<file path="config.mk">
export PLATFORM = sky130hd
export DESIGN_NAME = order_n_pipe
export DESIGN_NICKNAME = d
export VERILOG_FILES = /design/src/rtl/order_n_pipe.sv
export SDC_FILE = /design/constraint.sdc
export NUM_CORES = 1
export LEC_CHECK = 0
export BUFFER_PORTS_ARGS = -buffer_cell sky130_fd_sc_hd__buf_2
export CAP_MARGIN = 25
export CORE_MARGIN = 2
export CORE_UTILIZATION = 30
export CTS_CLUSTER_SIZE = 20
export DETAILED_ROUTE_END_ITERATION = 10
export PLACE_DENSITY = 0.44
export SLEW_MARGIN = 20
export SYNTH_ARGS = -nofsm -noshare
export SYNTH_HDL_FRONTEND = slang
export SYNTH_SLANG_ARGS = --single-unit
</file>
<file path="constraint.sdc">
create_clock -name clock -period 2.8 [get_ports clock]
set_clock_uncertainty 0.1 [all_clocks]
set_input_delay 0.14 -clock clock [delete_from_list [all_inputs] [get_ports clock]]
set_output_delay 0.14 -clock clock [all_outputs]
set_load 0.05 [all_outputs]
</file>
<file path="src/rtl/order_n_pipe.sv">
`default_nettype none
// ============================================================================
// Module   : order_n_pipe
// Brief    : Three-stage pipelined NUM-input sorter with valid/ready flow
//            control, per-vector ascending/descending mode, stable ties and
//            source-index outputs.
// Revision : 1.0 - initial release
// ============================================================================
module order_n_pipe #(
  parameter int DSIZE = 8,
  parameter int NUM   = 4,
  parameter int IDXW  = $clog2(NUM)
) (
  input  logic                  clock,
  input  logic                  rst_n,
  input  logic                  in_valid,
  output logic                  in_ready,
  input  logic                  descend,
  input  logic [NUM*DSIZE-1:0]  indata,
  output logic                  out_valid,
  input  logic                  out_ready,
  output logic [NUM*DSIZE-1:0]  outdata,
  output logic [NUM*IDXW-1:0]   outidx
);

  // Stage 1: captured input vector
  logic                 s1_valid_q, s1_valid_d;
  logic                 s1_desc_q,  s1_desc_d;
  logic [NUM*DSIZE-1:0] s1_data_q,  s1_data_d;

  // Stage 2: data plus per-element rank
  logic                 s2_valid_q, s2_valid_d;
  logic [NUM*DSIZE-1:0] s2_data_q,  s2_data_d;
  logic [NUM*IDXW-1:0]  s2_rank_q,  s2_rank_d;

  // Stage 3: scattered (sorted) output
  logic                 out_valid_q, out_valid_d;
  logic [NUM*DSIZE-1:0] outdata_q,   outdata_d;
  logic [NUM*IDXW-1:0]  outidx_q,    outidx_d;

  // Pairwise precedence and derived ranks for the stage-1 vector
  logic [NUM-1:0]       prec [NUM];   // prec[i][j]: element i sorts before j
  logic [IDXW-1:0]      rank_acc;
  logic [NUM*IDXW-1:0]  rank_w;

  logic en;

  // The whole pipe moves together; it only stalls on an unaccepted output.
  assign en       = !out_valid_q || out_ready;
  assign in_ready = en && rst_n;

  assign out_valid = out_valid_q;
  assign outdata   = outdata_q;
  assign outidx    = outidx_q;

  // One comparator per unordered pair; the lower index wins ties in both modes.
  always_comb begin
    for (int i = 0; i < NUM; i++) begin
      prec[i] = '0;
    end
    for (int i = 0; i < NUM; i++) begin
      for (int j = i + 1; j < NUM; j++) begin
        prec[i][j] = s1_desc_q ? (s1_data_q[i*DSIZE +: DSIZE] >= s1_data_q[j*DSIZE +: DSIZE])
                               : (s1_data_q[i*DSIZE +: DSIZE] <= s1_data_q[j*DSIZE +: DSIZE]);
        prec[j][i] = !prec[i][j];
      end
    end
  end

  // Rank of element i = how many other elements sort ahead of it.
  always_comb begin
    rank_w   = '0;
    rank_acc = '0;
    for (int i = 0; i < NUM; i++) begin
      rank_acc = '0;
      for (int j = 0; j < NUM; j++) begin
        if ((j != i) && prec[j][i]) begin
          rank_acc = rank_acc + IDXW'(1);
        end
      end
      rank_w[i*IDXW +: IDXW] = rank_acc;
    end
  end

  // Next-state for all stages: hold by default, advance together when enabled.
  always_comb begin
    s1_valid_d  = s1_valid_q;
    s1_desc_d   = s1_desc_q;
    s1_data_d   = s1_data_q;
    s2_valid_d  = s2_valid_q;
    s2_data_d   = s2_data_q;
    s2_rank_d   = s2_rank_q;
    out_valid_d = out_valid_q;
    outdata_d   = outdata_q;
    outidx_d    = outidx_q;
    if (en) begin
      s1_valid_d  = in_valid;
      s1_desc_d   = descend;
      s1_data_d   = indata;
      s2_valid_d  = s1_valid_q;
      s2_data_d   = s1_data_q;
      s2_rank_d   = rank_w;
      out_valid_d = s2_valid_q;
      // Ranks are a permutation, so every output slot is written exactly once.
      // Bubbles leave the previous result in place.
      if (s2_valid_q) begin
        for (int i = 0; i < NUM; i++) begin
          outdata_d[int'(s2_rank_q[i*IDXW +: IDXW])*DSIZE +: DSIZE] = s2_data_q[i*DSIZE +: DSIZE];
          outidx_d[int'(s2_rank_q[i*IDXW +: IDXW])*IDXW +: IDXW]    = IDXW'(i);
        end
      end
    end
  end

  // Pipeline registers with synchronous active-low clear.
  always_ff @(posedge clock) begin
    if (!rst_n) begin
      s1_valid_q  <= 1'b0;
      s1_desc_q   <= 1'b0;
      s1_data_q   <= '0;
      s2_valid_q  <= 1'b0;
      s2_data_q   <= '0;
      s2_rank_q   <= '0;
      out_valid_q <= 1'b0;
      outdata_q   <= '0;
      outidx_q    <= '0;
    end else begin
      s1_valid_q  <= s1_valid_d;
      s1_desc_q   <= s1_desc_d;
      s1_data_q   <= s1_data_d;
      s2_valid_q  <= s2_valid_d;
      s2_data_q   <= s2_data_d;
      s2_rank_q   <= s2_rank_d;
      out_valid_q <= out_valid_d;
      outdata_q   <= outdata_d;
      outidx_q    <= outidx_d;
    end
  end

endmodule
`default_nettype wire

</file>
# After elaboration in Yosys (flattened, before gate mapping)

Index checks and enable logic that the tools add are counted.

Output and inout port bits: 42
Register bits after elaboration: 116
Logic and storage cells: 83

$lt $le $gt $ge: 12
Mux-type cells: 26
Add/sub/neg operators: 16
Shifts and indexed selects: 16
Reduce and logical (&&, ||, !) cells: 4

Operators by type and width:

| operator                                                  | count |
|---|---|
| negation 3 -> 33 bit                                      | 4 |
| negation 5 -> 33 bit                                      | 4 |
| variable shift 2 x 33 -> 8 bit, first input constant      | 4 |
| variable shift 8 x 33 -> 32 bit, first input constant     | 4 |
| indexed part select 2 x 33 -> 8 bit, first input constant | 4 |
| indexed part select 8 x 33 -> 32 bit                      | 4 |
| bitwise mux 32 bit                                        | 4 |
| greater-or-equal comparator 8 bit                         | 6 |
| <= comparator 8 bit                                       | 6 |
| bitwise mux 8 bit                                         | 4 |
| adder 2 x 1 -> 2 bit, second input constant               | 8 |
| two-way mux 2 bit                                         | 8 |
| two-way mux 1 bit                                         | 10 |
| AND reduction 2 bit                                       | 1 |
| logical AND 1 bit                                         | 1 |
| logical NOT 1 bit                                         | 1 |
| logical OR 1 bit                                          | 1 |

# Longest topological paths before layout

Gate-level depths: netlist (run 1).

Depth after elaboration: 7
Gate-level depth with buffers: 12
Depth with buffers taken out: 12

# Least setup slack after synthesis (run 1)

Ideal clock, no wire load.

Path type: reg2reg
Start: reg s1_data_q[21]
End: reg s2_rank_q[5]
Cell stages (with the launch flop): 12
Buffers on the path: 0
Required time: 2.626 ns
Period minus slack after synthesis: 2.251 ns
Slack: 0.549 ns
Setup time: 0.074 ns
Arrival: 2.077 ns
Cell sequence: dfxtp_1 -> inv_1 -> ha_1 -> a21oi_1 -> nor2_1 -> a211oi_1 -> o21ai_0 -> xnor2_1 -> and2_1 -> ha_1 -> or2_2 -> a31oi_1

Word-level cells in the longest chain between the ends: 7

Ends and longest elaborated chain:

| element                                                                  | RTL line | text |
|---|---|---|
| from (decl)                                                              | 29       | `logic [NUM*DSIZE-1:0] s1_data_q, s1_data_d;` |
| from (signal assigned)                                                   | 130      | `s1_data_q <= s1_data_d;` |
| <= comparator 8 bit or greater-or-equal comparator 8 bit (tied branches) | 64, 63   |  |
| two-way mux 1 bit                                                        | 63       | `prec[i][j] = s1_desc_q ? (s1_data_q[i*DSIZE +: DSIZE] >= s1_data_q[j*DSIZE +: DSIZE])` |
| two-way mux 1 bit                                                        | 77       | `if ((j != i) && prec[j][i]) begin` |
| adder 2 x 1 -> 2 bit                                                     | 78       | `rank_acc = rank_acc + IDXW'(1);` |
| two-way mux 2 bit                                                        | 77       |  |
| adder 2 x 1 -> 2 bit                                                     | 78       |  |
| two-way mux 2 bit *                                                      | 77       |  |
| to (signal assigned)                                                     | 133      | `s2_rank_q <= s2_rank_d;` |
| to (decl)                                                                | 34       | `logic [NUM*IDXW-1:0] s2_rank_q, s2_rank_d;` |

Mark *: on every way between the ends. The rest lies on a longest branch, timed or not.
A chain may end at the register's enable or synchronous reset.

# Final worst setup path (run 1)

Start: reg s1_data_q[21]
End: reg s2_rank_q[2]

Word-level cells in the longest chain between the ends: 5

Ends and longest elaborated chain:

| element                                                                  | RTL line |
|---|---|
| <= comparator 8 bit or greater-or-equal comparator 8 bit (tied branches) | 64, 63 |
| two-way mux 1 bit *                                                      | 63 |
| two-way mux 2 bit *                                                      | 77 |
| adder 2 x 1 -> 2 bit                                                     | 78 |
| two-way mux 2 bit *                                                      | 77 |

Marked as above.

==> results.txt, run 1 <==
Compared with the post-synthesis result, the final layout area differs by 26.9%. Data arrives at the worst endpoint at 2690 ps. The tools report the post-detailed-route DRC marker count as 0.

The category of the most critical setup path was reg2reg. Root buffer selected by CTS: clkbuf_16. Once the clock tree was built, the resizer swapped 0 gates to a different size. Summed over all cells, the static leakage comes to 3.90 nW. The sequential cell area was 2320 um2; the detailed placement HPWL was 16,600 um.

After detailed routing, the number of vias per cell comes to 5.13. The pin count of the biggest net entering global routing was 81; the number of antenna-violating nets in the routed design was 0. The top achievable clock speed came out at 398 MHz. STA classifies the critical path startpoint as a register.

The H-tree generated during clock tree synthesis spans 4 levels. Distinct cell type count after synthesis: 57. The longest clock path from root to sink contains 2 buffers. For the worst setup path, the data required time is 2980 ps. The max-capacitance violation count was 0; the worst IR drop on VDD was 0.369 mV. The routed design has 22,300 um of wire. The tools report the count of final hold-check violations as 0. The clock transition at the register clock pins on the worst setup and hold paths after CTS is 60 ps, and the net count of the mapped netlist is 917. Fraction of layout instances using a drive strength above 1: 0.172. The register area share after synthesis is 0.342. The via count of the first global-routing pass is 6,271. The final standard cell count with taps included and fillers excluded was 1,217; the instance area after placement was 7550 um2. After detailed routing, the average wire length per cell comes to 18.3 um. The async set or reset register ratio after synthesis works out to 0. The library cell used most frequently in the layout, excluding fill and tap cells, is nand2_1. Multi-input gate area in the final layout: 4120 um2. The startpoint identified for the worst hold timing path is rst_n.

The run gives 6 as the number of iterations in the first detailed-routing pass. The cell count after synthesis is 809, and the post-layout minimum cycle time is 2510 ps. After routing, the total negative slack on setup checks comes to 0 ps. The number of buffers inserted by post-CTS setup repair came out at 0.

The final cycle utilization of the critical path was 0.896. After detailed placement, the design holds a cell count of 1,150. For the headroom to the max-slew limit, the log shows 0.437. The first global-routing pass estimated 35,500 um of wire. The mapped netlist covers 6790 um2.

The count of buffers from port buffering was 78; the number of top-level design ports was 79. After routing the design area is 8610 um2. Among all flip-flop cells after synthesis, the most frequent one is dfxtp_1. Fill cell instance count of the final layout: 2,315.

In this run, post-CTS hold repair placed 35 buffers. The floorplan has 55 rows. The worst hold path belongs to the class in2reg.

The logs give 0 for the total setup violations reported at the end of the flow and 0 for the number of slew-limit violations in the final report. Summing internal, switching and leakage power gives 0.00610 W. The total power per unit cell area came out at 708 nW/um2. The clock buffer count from CTS was 17. The critical path starts at s1_data_q[21]$_SDFFE_PN0N_. Setup repair after global routing left no endpoint under its margin. The share of the core filled with cells in the final layout is 0.384. The routed layout has 6,246 vias. The violation count after the first detailed-route iteration is 474, and the initial antenna violation count is 0. The floorplan step set the die height to 154 um. For this run, the slowest stage of the critical path takes 390 ps.

The die covers 23,800 um2. The number of warning messages in the yosys log is 0, and the overall track demand over capacity in global routing is 0.193. The number of antenna diodes in the final layout is 0. The synthesized design contains 0 enable-type register cells. The post-synthesis area per instance is 8.39 um2, and the overflow left after global routing is 0. The largest fanout on the critical path works out to 4. STA classifies the critical path endpoint as a register. The critical path goes through inv_1, ha_1, a21oi_1, nor2_1, a211oi_1, o21ai_0, xnor2_1, and2_1, ha_1, xor2_1, a21oi_1. At the end of the flow, the number of nets in the layout was 1,027. CTS saw 116 sinks. Counting flops and latches in the post-synthesis netlist gives 116. The tools report the starting density of the core as 0.303.

The run finished with clean final reports. The die is 154 um wide. The reg-to-reg startpoint is s1_data_q[21]$_SDFFE_PN0N_.

At the pin with the least slew margin, the transition time is 845 ps. TritonCTS built the clock tree. The logs give 420 ps for the clock latency on the worst-skew pair and 22,400 um2 for the area inside the core boundary.

The top cell types in the final layout, fill and taps aside, are 173 x nand2_1, 116 x dfxtp_1, 78 x buf_2. Routability-driven placement finished with a final weighted congestion of 0.873. Among all stages on the critical path, the largest delay is contributed by dfxtp_1.
==> sequential cells by signal (all words and copies together), names as in the netlist <==
name and cells:
outdata 32, s1_data_q 32, s2_data_q 32, outidx 8, s2_rank_q 8, out_valid 1
s1_desc_q 1, s1_valid_q 1, s2_valid_q 1
==> report_power, final <==
part           switching (W)  internal [W]  total (W)
combinational       0.000945      0.000559    0.00150
clock               0.000858       0.00179    0.00265
sequential          0.000158       0.00178    0.00194
total                0.00196       0.00414    0.00610
==> Yosys cell counts, types with 3 or more instances <==
cell      instances  area share
a211oi_1          5      0.0055
a21boi_0         67       0.074
a21oi_1          39       0.029
a221oi_1         16       0.021
a222oi_1          6      0.0088
a22o_1            8       0.010
a22oi_1          22       0.024
a31oi_1           3      0.0028
and2_1            6      0.0055
buf_1             5      0.0028
buf_2             6      0.0044
buf_4             3      0.0033
clkbuf_1         31       0.017
dfxtp_1         116        0.34
ha_1             71        0.13
inv_1            43       0.024
nand2_1         173       0.096
nand2b_1         11       0.010
nand3_1           4      0.0029
nand4_1          12       0.011
nor2_1           20       0.011
nor2b_1           4      0.0037
nor3_1            4      0.0029
nor4b_2           3      0.0066
o211a_1          31       0.046
o211ai_1         16       0.018
o21ai_0          32       0.024
o21ba_2           3      0.0044
o22ai_1           3      0.0028
o31a_1            3      0.0039
or2_2             7      0.0065
xor2_1            3      0.0039
==> critical path: cells and delay by family, from the launching register on <==
| kind | cells | cell delay [ps] |
|---|---|---|
| AO/OA/AOI/OAI | 4 | 590 |
| AND/OR/NAND/NOR | 2 | 270 |
| XOR/XNOR | 2 | 370 |
| buffers and inverters | 1 | 80 |
| adder cells (fa/ha/maj) | 2 | 560 |
| flip-flops | 1 | 390 |
==> layout make-up <==
cell class	count	area share
Multi-Input combinational cell	603	0.478
Sequential cell	116	0.270
Timing Repair Buffer	136	0.109
Clock buffer	18	0.0510
Tap cell	285	0.0414
Clock inverter	14	0.0314
Inverter	45	0.0196
==> worst paths after layout <==
path / endpoint / slack [ps] / depth (start not counted)
max: s2_rank_q[2]$_SDFFE_PN0N_ / 290 / 11
min: outidx[4]$_SDFFE_PN0P_ / 170 / 2
max reg2reg: s2_rank_q[2]$_SDFFE_PN0N_ / 290 / 11
min reg2reg: s1_data_q[29]$_SDFFE_PN0N_ / 380 / 2
==> kinds of logic after synthesis <==
logic type | after synthesis | share of synthesized area
xor gates and xnor gates | 5 | 0.00645
AOI/OAI and AO/OA | 266 | 0.287
and+or+nand+nor | 261 | 0.180
buffers and inverters | 90 | 0.0525
adders and majority gates | 71 | 0.131
DFF | 116 | 0.342
==> per-layer routing <==
metal / track usage / up-vias / routed length [um]
li1: - / 3125 / -
met1: 0.248 / 2921 / 10300
met2: 0.325 / 176 / 10600
met3: 0.0474 / 24 / 1090
met4: 0.0498 / 0 / 290
met5: 0 / - / 0
==> metrics by stage <==
step / hold slack (ps) / setup WS (ps)
after detailed placement: 298 / 288
after global routing: 187 / 21.8
after CTS: 157 / 281
after floorplan: 187 / 549
final: 168 / 290
after global placement: 299 / 344
Power figures use the tool's default switching activity.
==> run 2, diff against run 1 <==
- CAP_MARGIN: 25 -> unset
- clock period: 2.8 -> 2.53 ns (I/O delays scaled with it)
==> run 2 against run 1 <==
Against the previous run: cell count up 2.0%; total power up 3.0%; setup slack worse by 120 ps; wire length up 0.31%; critical path depth unchanged; die area unchanged; hold slack worse by 150 ps; via count up 1.8%; clock power down 10%; largest cell class unchanged.
==> results.txt, run 2 (same netlist as run 1, synthesis figures left out) <==
The logs give 2520 ps for the data arrival time at the worst-slack endpoint and 4 for the count of H-tree levels built during CTS. The flow ran to the end, and the final reports show no timing, DRC or antenna violations. Wires add up to 22,400 um. Data on the critical path is required at its endpoint by 2690 ps. The net switching share of the total power came out at 0.345. The part of the power in the clock network is 0.379. Counting cells, the worst reg-to-reg path comes to 11. For this design, the sink count on the clock tree is 116.

The detailed placement HPWL came out at 16,500 um. The capture point of the worst reg-to-reg path is s2_rank_q[0]$_SDFFE_PN0N_. VDD sags by at most 0.385 mV. The completed layout was analyzed and its total power is 0.00628 W. For this design the top-level I/O count stands at 79.

In the final routed layout, each cell accounts on average for 18.0 um. The final cycle utilization of the critical path is 0.933, and the number of antenna-violating nets in the routed design is 0. Setup repair after global routing could not meet its margin everywhere.

The headroom to the max-slew limit is 0.456. Entering global routing, the biggest net connects 88 pins. The floorplan has 55 rows.

Dividing total power by cell area gives a power density of 721 nW/um2. The floorplan step set the die height to 154 um. STA classifies the critical path endpoint as a register. The internal portion of the total power is 0.00411 W. For this run, the post-layout net count is 1,051.

The share of total power in sequential cells is 0.343. The run gives 170 ps as the reg-to-reg setup timing slack. At the end of routability-driven placement, the weighted congestion stood at 0.841. The combinational cell fraction of total power was 0.278.

The count of final hold-check violations came out at 0. The logs give 0.192 for the overall track demand over capacity in global routing and 0 for the total setup violations reported at the end of the flow. The fill cell instance count of the final layout is 2,357.

Derived from the worst setup path, the maximum achievable clock frequency is 424 MHz. The fraction of layout instances using a drive strength above 1 works out to 0.211. Leaving out fill and tap cells, the most frequent cell in the layout is nand2_1. From left edge to right edge, the die measures 154 um. Reg-to-reg startpoint: s1_data_q[11]$_SDFFE_PN0N_.

For the pin with the worst max-slew slack, the measured transition is 816 ps. For the initial antenna violation count, the log shows 0. For this run, the detailed router's first-pass iteration total came to 5.

The area growth from synthesis to layout is 28.3%. The area of the die is 23,800 um2. The logs give 8710 um2 for the finished layout cell area and 35,600 um for the wire length of the first global-routing pass. Number of slew-limit violations in the final report: 0. The tool flagged a number of max-cap violations equal to 0. The worst hold endpoint was s2_rank_q[1]$_SDFFE_PN0N_. The tools report the starting density of the core as 0.303. The clock latency on the worst-skew pair came out at 420 ps. The startpoint identified for the worst hold timing path is rst_n. The logs give 17.7 ps for the worst hold margin and 7710 um2 for the instance area after placement.

The average vias per placed instance is 5.12, and the overflow left after global routing is 0. The cell count of the worst hold path works out to 3. The type of the tightest min-delay check was in2reg.

Clock tree synthesis inserted a total of 17 buffers. The region available for standard cell placement spans 22,400 um2. The number of antenna diodes in the final layout is 0. For the via count of the first global-routing pass, the log shows 6,332.

The root buffer selected by CTS was clkbuf_16. The clock period could shrink to 2360 ps. OpenSTA, run right after detailed placement, puts the worst setup slack at 7.41 ps. In the post-route analysis, the smallest setup slack over all paths is 170 ps. After clock tree synthesis, the clock-pin slew on the worst setup and hold paths is 60 ps.

In the routed design, unresolved DRC markers number 0. The worst setup path is of the reg2reg kind. The via count is 6,360, and the maximum count of clock buffers along a single path is 2. The run gives 0.00216 W as the power spent charging and discharging nets. In the layout the commonest cells are 172 x nand2_1, 106 x dfxtp_1, 78 x buf_2.

STA classifies the critical path startpoint as a register. The static power due to leakage was 3.96 nW; the count of buffers from port buffering was 78. TritonCTS built the clock tree. The first routing iteration left 477 violations. The largest fanout on the critical path is 5.
run 2: how the worst max path moves through the flow:
stage / from / to / cells after the start
2_1_floorplan: s1_data_q[21]$_SDFFE_PN0N_ / s2_rank_q[5]$_SDFFE_PN0N_ / 11
3_3_place_gp: s1_data_q[13]$_SDFFE_PN0N_ / s2_rank_q[2]$_SDFFE_PN0N_ / 10
3_5_place_dp: s1_data_q[23]$_SDFFE_PN0N_ / s2_rank_q[2]$_SDFFE_PN0N_ / 11
4_1_cts: s1_data_q[23]$_SDFFE_PN0N_ / s2_rank_q[2]$_SDFFE_PN0N_ / 11
5_1_grt: s1_data_q[21]$_SDFFE_PN0N_ / s2_rank_q[0]$_SDFFE_PN0N_ / 11
6_report: s1_data_q[11]$_SDFFE_PN0N_ / s2_rank_q[0]$_SDFFE_PN0N_ / 11
run 2: what timing repair did:
action,4_1_cts,5_1_grt
endpoints found under the hold margin,34,0
resized for setup,2,26
pin swaps,0,10
setup buffers,0,2
hold buffers,34,0
endpoints found under the setup margin,3,8
run 2: per-stage QoR:
stage,cells,setup TNS (ps),utilization
3_3_place_gp,1173,0,0.344
2_1_floorplan,809,0,-
4_1_cts,1239,0,0.385
5_1_grt,1241,-44.4,0.388
6_report,1241,0,0.388
3_5_place_dp,1173,0,0.344
run 2: metal layers:
metal	wire (um)	up-vias	GRT usage
met5	0	-	0
met4	354	0	0.0556
met3	1080	26	0.0434
met2	10400	160	0.317
met1	10500	3000	0.252
li1	-	3174	-
run 2: layout make-up:
type                       count  area, um2  area share
sequential                   116       2340       0.268
tap                          285        357      0.0410
clock buffer                  20        437      0.0502
multi-input combinational    603       4170       0.479
clock inverter                12        133      0.0152
timing repair buffer         160       1100       0.127
inverter                      45        169      0.0194
run 2: power groups by stage:
stage	Sequential, W	Combinational [W]	Clock, W
4_1_cts	0.00215	0.00172	0.00243
6_report	0.00215	0.00175	0.00238
3_3_place_gp	0.00218	0.00167	0
2_1_floorplan	0.00230	0.000970	0
3_5_place_dp	0.00219	0.00166	0
5_1_grt	0.00217	0.00194	0.00251
run 2: critical path, cell delays in order (launching register included):
cell	delay (ps)
dfxtp_1	460
inv_1	70
ha_1	290
o21ai_0	70
a21oi_1	60
o21ba_2	200
o31a_1	230
nand2_1	140
inv_1	80
ha_1	300
xor2_1	130
a21oi_1	80
==> run 3, diff against run 2 <==
- GPL_TIMING_DRIVEN: unset -> 0
- HOLD_SLACK_MARGIN: unset -> 0.08
==> run 3 against run 2 <==
Against the previous run: count of clock-buffer cells in the layout grew 1; wire length is 6.7% higher; register-to-register slack got worse by 40 ps; die area unchanged; setup slack got worse by 40 ps.
==> results.txt, run 3 (same netlist as run 1, synthesis figures left out) <==
At the worst endpoint, the arrival time is 2590 ps. The category of the most critical setup path is reg2reg. The critical path's slowest cell is dfxtp_1. Dividing the detail-routed via count by the number of cells gives 5.18. The HPWL after detailed placement is 17,600 um.

The worst-case IR drop observed on VDD is 0.404 mV. The first global-routing pass estimated 36,800 um of wire. Signal routing reaches up to met4. The logs give 7530 um2 for the instance area after placement and 1,242 for the final standard cell count with taps included and fillers excluded. The height of the chip is 154 um. TritonCTS built the clock tree. Walking the worst path, the cells encountered are inv_1, ha_1, nand4_1, or2_2, o31a_1, nand2_1, inv_1, ha_1, xor2_1, a21oi_1.

Global routing finished with a remaining overflow of 0. For this block, wires on met1 add up to 11,200 um. In this design, the stage delay of the slowest critical-path cell is 520 ps. The floorplan step defined a die boundary enclosing 23,800 um2. Data on the critical path is required at its endpoint by 2720 ps. Setup violations remaining at the end of the flow were counted as 0. Summed over all cells, the static leakage comes to 3.89 nW.

After filler insertion, the fill cell instance count of the layout stands at 2,358. Via count of the first global-routing pass: 6,296. The type of the tightest min-delay check is in2reg. The first TritonRoute pass finished after 5 iterations. For this run, the post-layout net count is 1,052.

The pin count of the biggest net entering global routing was 17; the final cycle utilization of the critical path was 0.949. The max-capacitance violation count is 0, and the count of final hold-check violations is 0. After the first detailed-routing iteration, the DRC count stood at 353. The die span in x came out at 154 um. Number of antenna-violating nets in the routed design: 0. The flow ran to the end, and the final reports show no timing, DRC or antenna violations. The fraction of layout instances using a drive strength above 1 came out at 0.189. At the pin with the least slew margin, the transition time is 762 ps.

STA classifies the critical path endpoint as a register. The clock reaches the later pin of the worst-skew pair after 420 ps. The tools report the post-detailed-route DRC marker count as 0. The count of H-tree levels built during CTS is 4, and the clock buffer count from CTS is 17. 79 I/O pins were placed. The starting density of the core is 0.303. The library cell used most frequently in the layout, excluding fill and tap cells, is nand2_1. The logs give 0.204 for the overall track demand over capacity in global routing and -67.1 ps for the worst slack at placement. The count of buffers from port buffering is 77, and the largest fanout on the critical path is 5. For the number of slew-limit violations in the final report, the log shows 0. The via count is 6,430. For the area inside the core boundary, the log shows 22,400 um2.

Row generation in the floorplan step produced 55 rows. Based on the critical path, the design can be clocked at up to 417 MHz. After layout, the worst setup slack is 130 ps. Counting every sink on the clock net gives 116.

The count of antenna diodes in the layout was 0. The initial antenna violation count came out at 0. For the final RePlAce weighted congestion, the log shows 0.862.

The share of the core filled with cells in the final layout was 0.390. After clock tree synthesis, the clock-pin slew on the worst setup and hold paths is 60 ps. The number of placed instances, taps included, is 1,171. Relative to the synthesized area, the layout overhead comes to 28.8%.

Leaving out fill and tap cells, the most frequent cells in the layout are 171 x nand2_1, 97 x dfxtp_1, 83 x buf_2. In this run the power density over the cells is 767 nW/um2. The worst setup path is launched from a register.

Counting along the longest clock path gives a buffer depth of 2. The detail-routed net length per standard cell was 19.2 um; the met2 routed wirelength was 10,900 um. The headroom to the max-slew limit is 0.492, and the total detailed-routing wirelength is 23,900 um. After detailed routing, the met3 layer carries 1080 um of wire. Subtracting the final worst setup slack from the clock period gives 2400 ps. The finished cells cover 8740 um2. The tree is rooted in a clkbuf_16.
==> run 3: worst paths after layout <==
path / start / to / slack (ps) / depth (start not counted)
worst min register to register: s1_valid_q$_SDFFE_PN0N_ / s2_valid_q$_SDFFE_PN0N_ / 370 / 2
worst max register to register: s1_data_q[14]$_SDFFE_PN0N_ / s2_rank_q[0]$_SDFFE_PN0N_ / 130 / 10
worst min-delay path: out_ready / s1_data_q[14]$_SDFFE_PN0N_ / 170 / 5
worst max-delay path: s1_data_q[14]$_SDFFE_PN0N_ / s2_rank_q[0]$_SDFFE_PN0N_ / 130 / 10
==> run 3: final cells by class <==
cell class              instances  area [um2]  area share
clock inverters                11         221      0.0253
flip-flops and latches        116        2350       0.269
clock buffers                  21         460      0.0527
well taps                     285         357      0.0408
inverters                      45         169      0.0193
repair buffers                118         791      0.0905
plain buffers                  43         183      0.0209
multi-input cells             603        4210       0.481
==> run 3: timing repair <==
item                                   in CTS  in global routing
resized for setup                           7                 43
cloned                                      0                  0
setup buffers                               0                  2
hold buffers                               39                  0
pin swaps                                   0                  6
endpoints found under the hold margin      39                  0
setup endpoints to repair                  13                 43
==> run 3: routing by layer <==
metal  track usage  up-vias
met5             0        -
met4        0.0855        0
met3        0.0328       51
met2         0.329      167
met1         0.272     3031
li1              -     3181
==> run 3: through the flow <==
step	hold slack [ps]	total power, W	TNS [ps]
finish	174	0.00670	0
global route	261	0.00702	-7.07
CTS	286	0.00667	0
detailed placement	287	0.00376	-455
global placement	286	0.00376	-454
floorplan	174	0.00327	0
==> run 3: power breakdown <==
group	leakage [nW]	total (W)	switching [W]	internal (W)
clock network	0.325	0.00284	0.000931	0.00191
logic	2.61	0.00167	0.00105	0.000616
registers	0.960	0.00219	0.000217	0.00198
==> run 3: critical path, delay by kind of cell (launching register included) <==
kind                     cells  cell delay [ps]
flip-flops                   1              520
AND/OR/NAND/NOR              3              510
XOR/XNOR                     1              170
AO/OA/AOI/OAI                2              190
adder cells (fa/ha/maj)      2              600
buffers and inverters        2              160
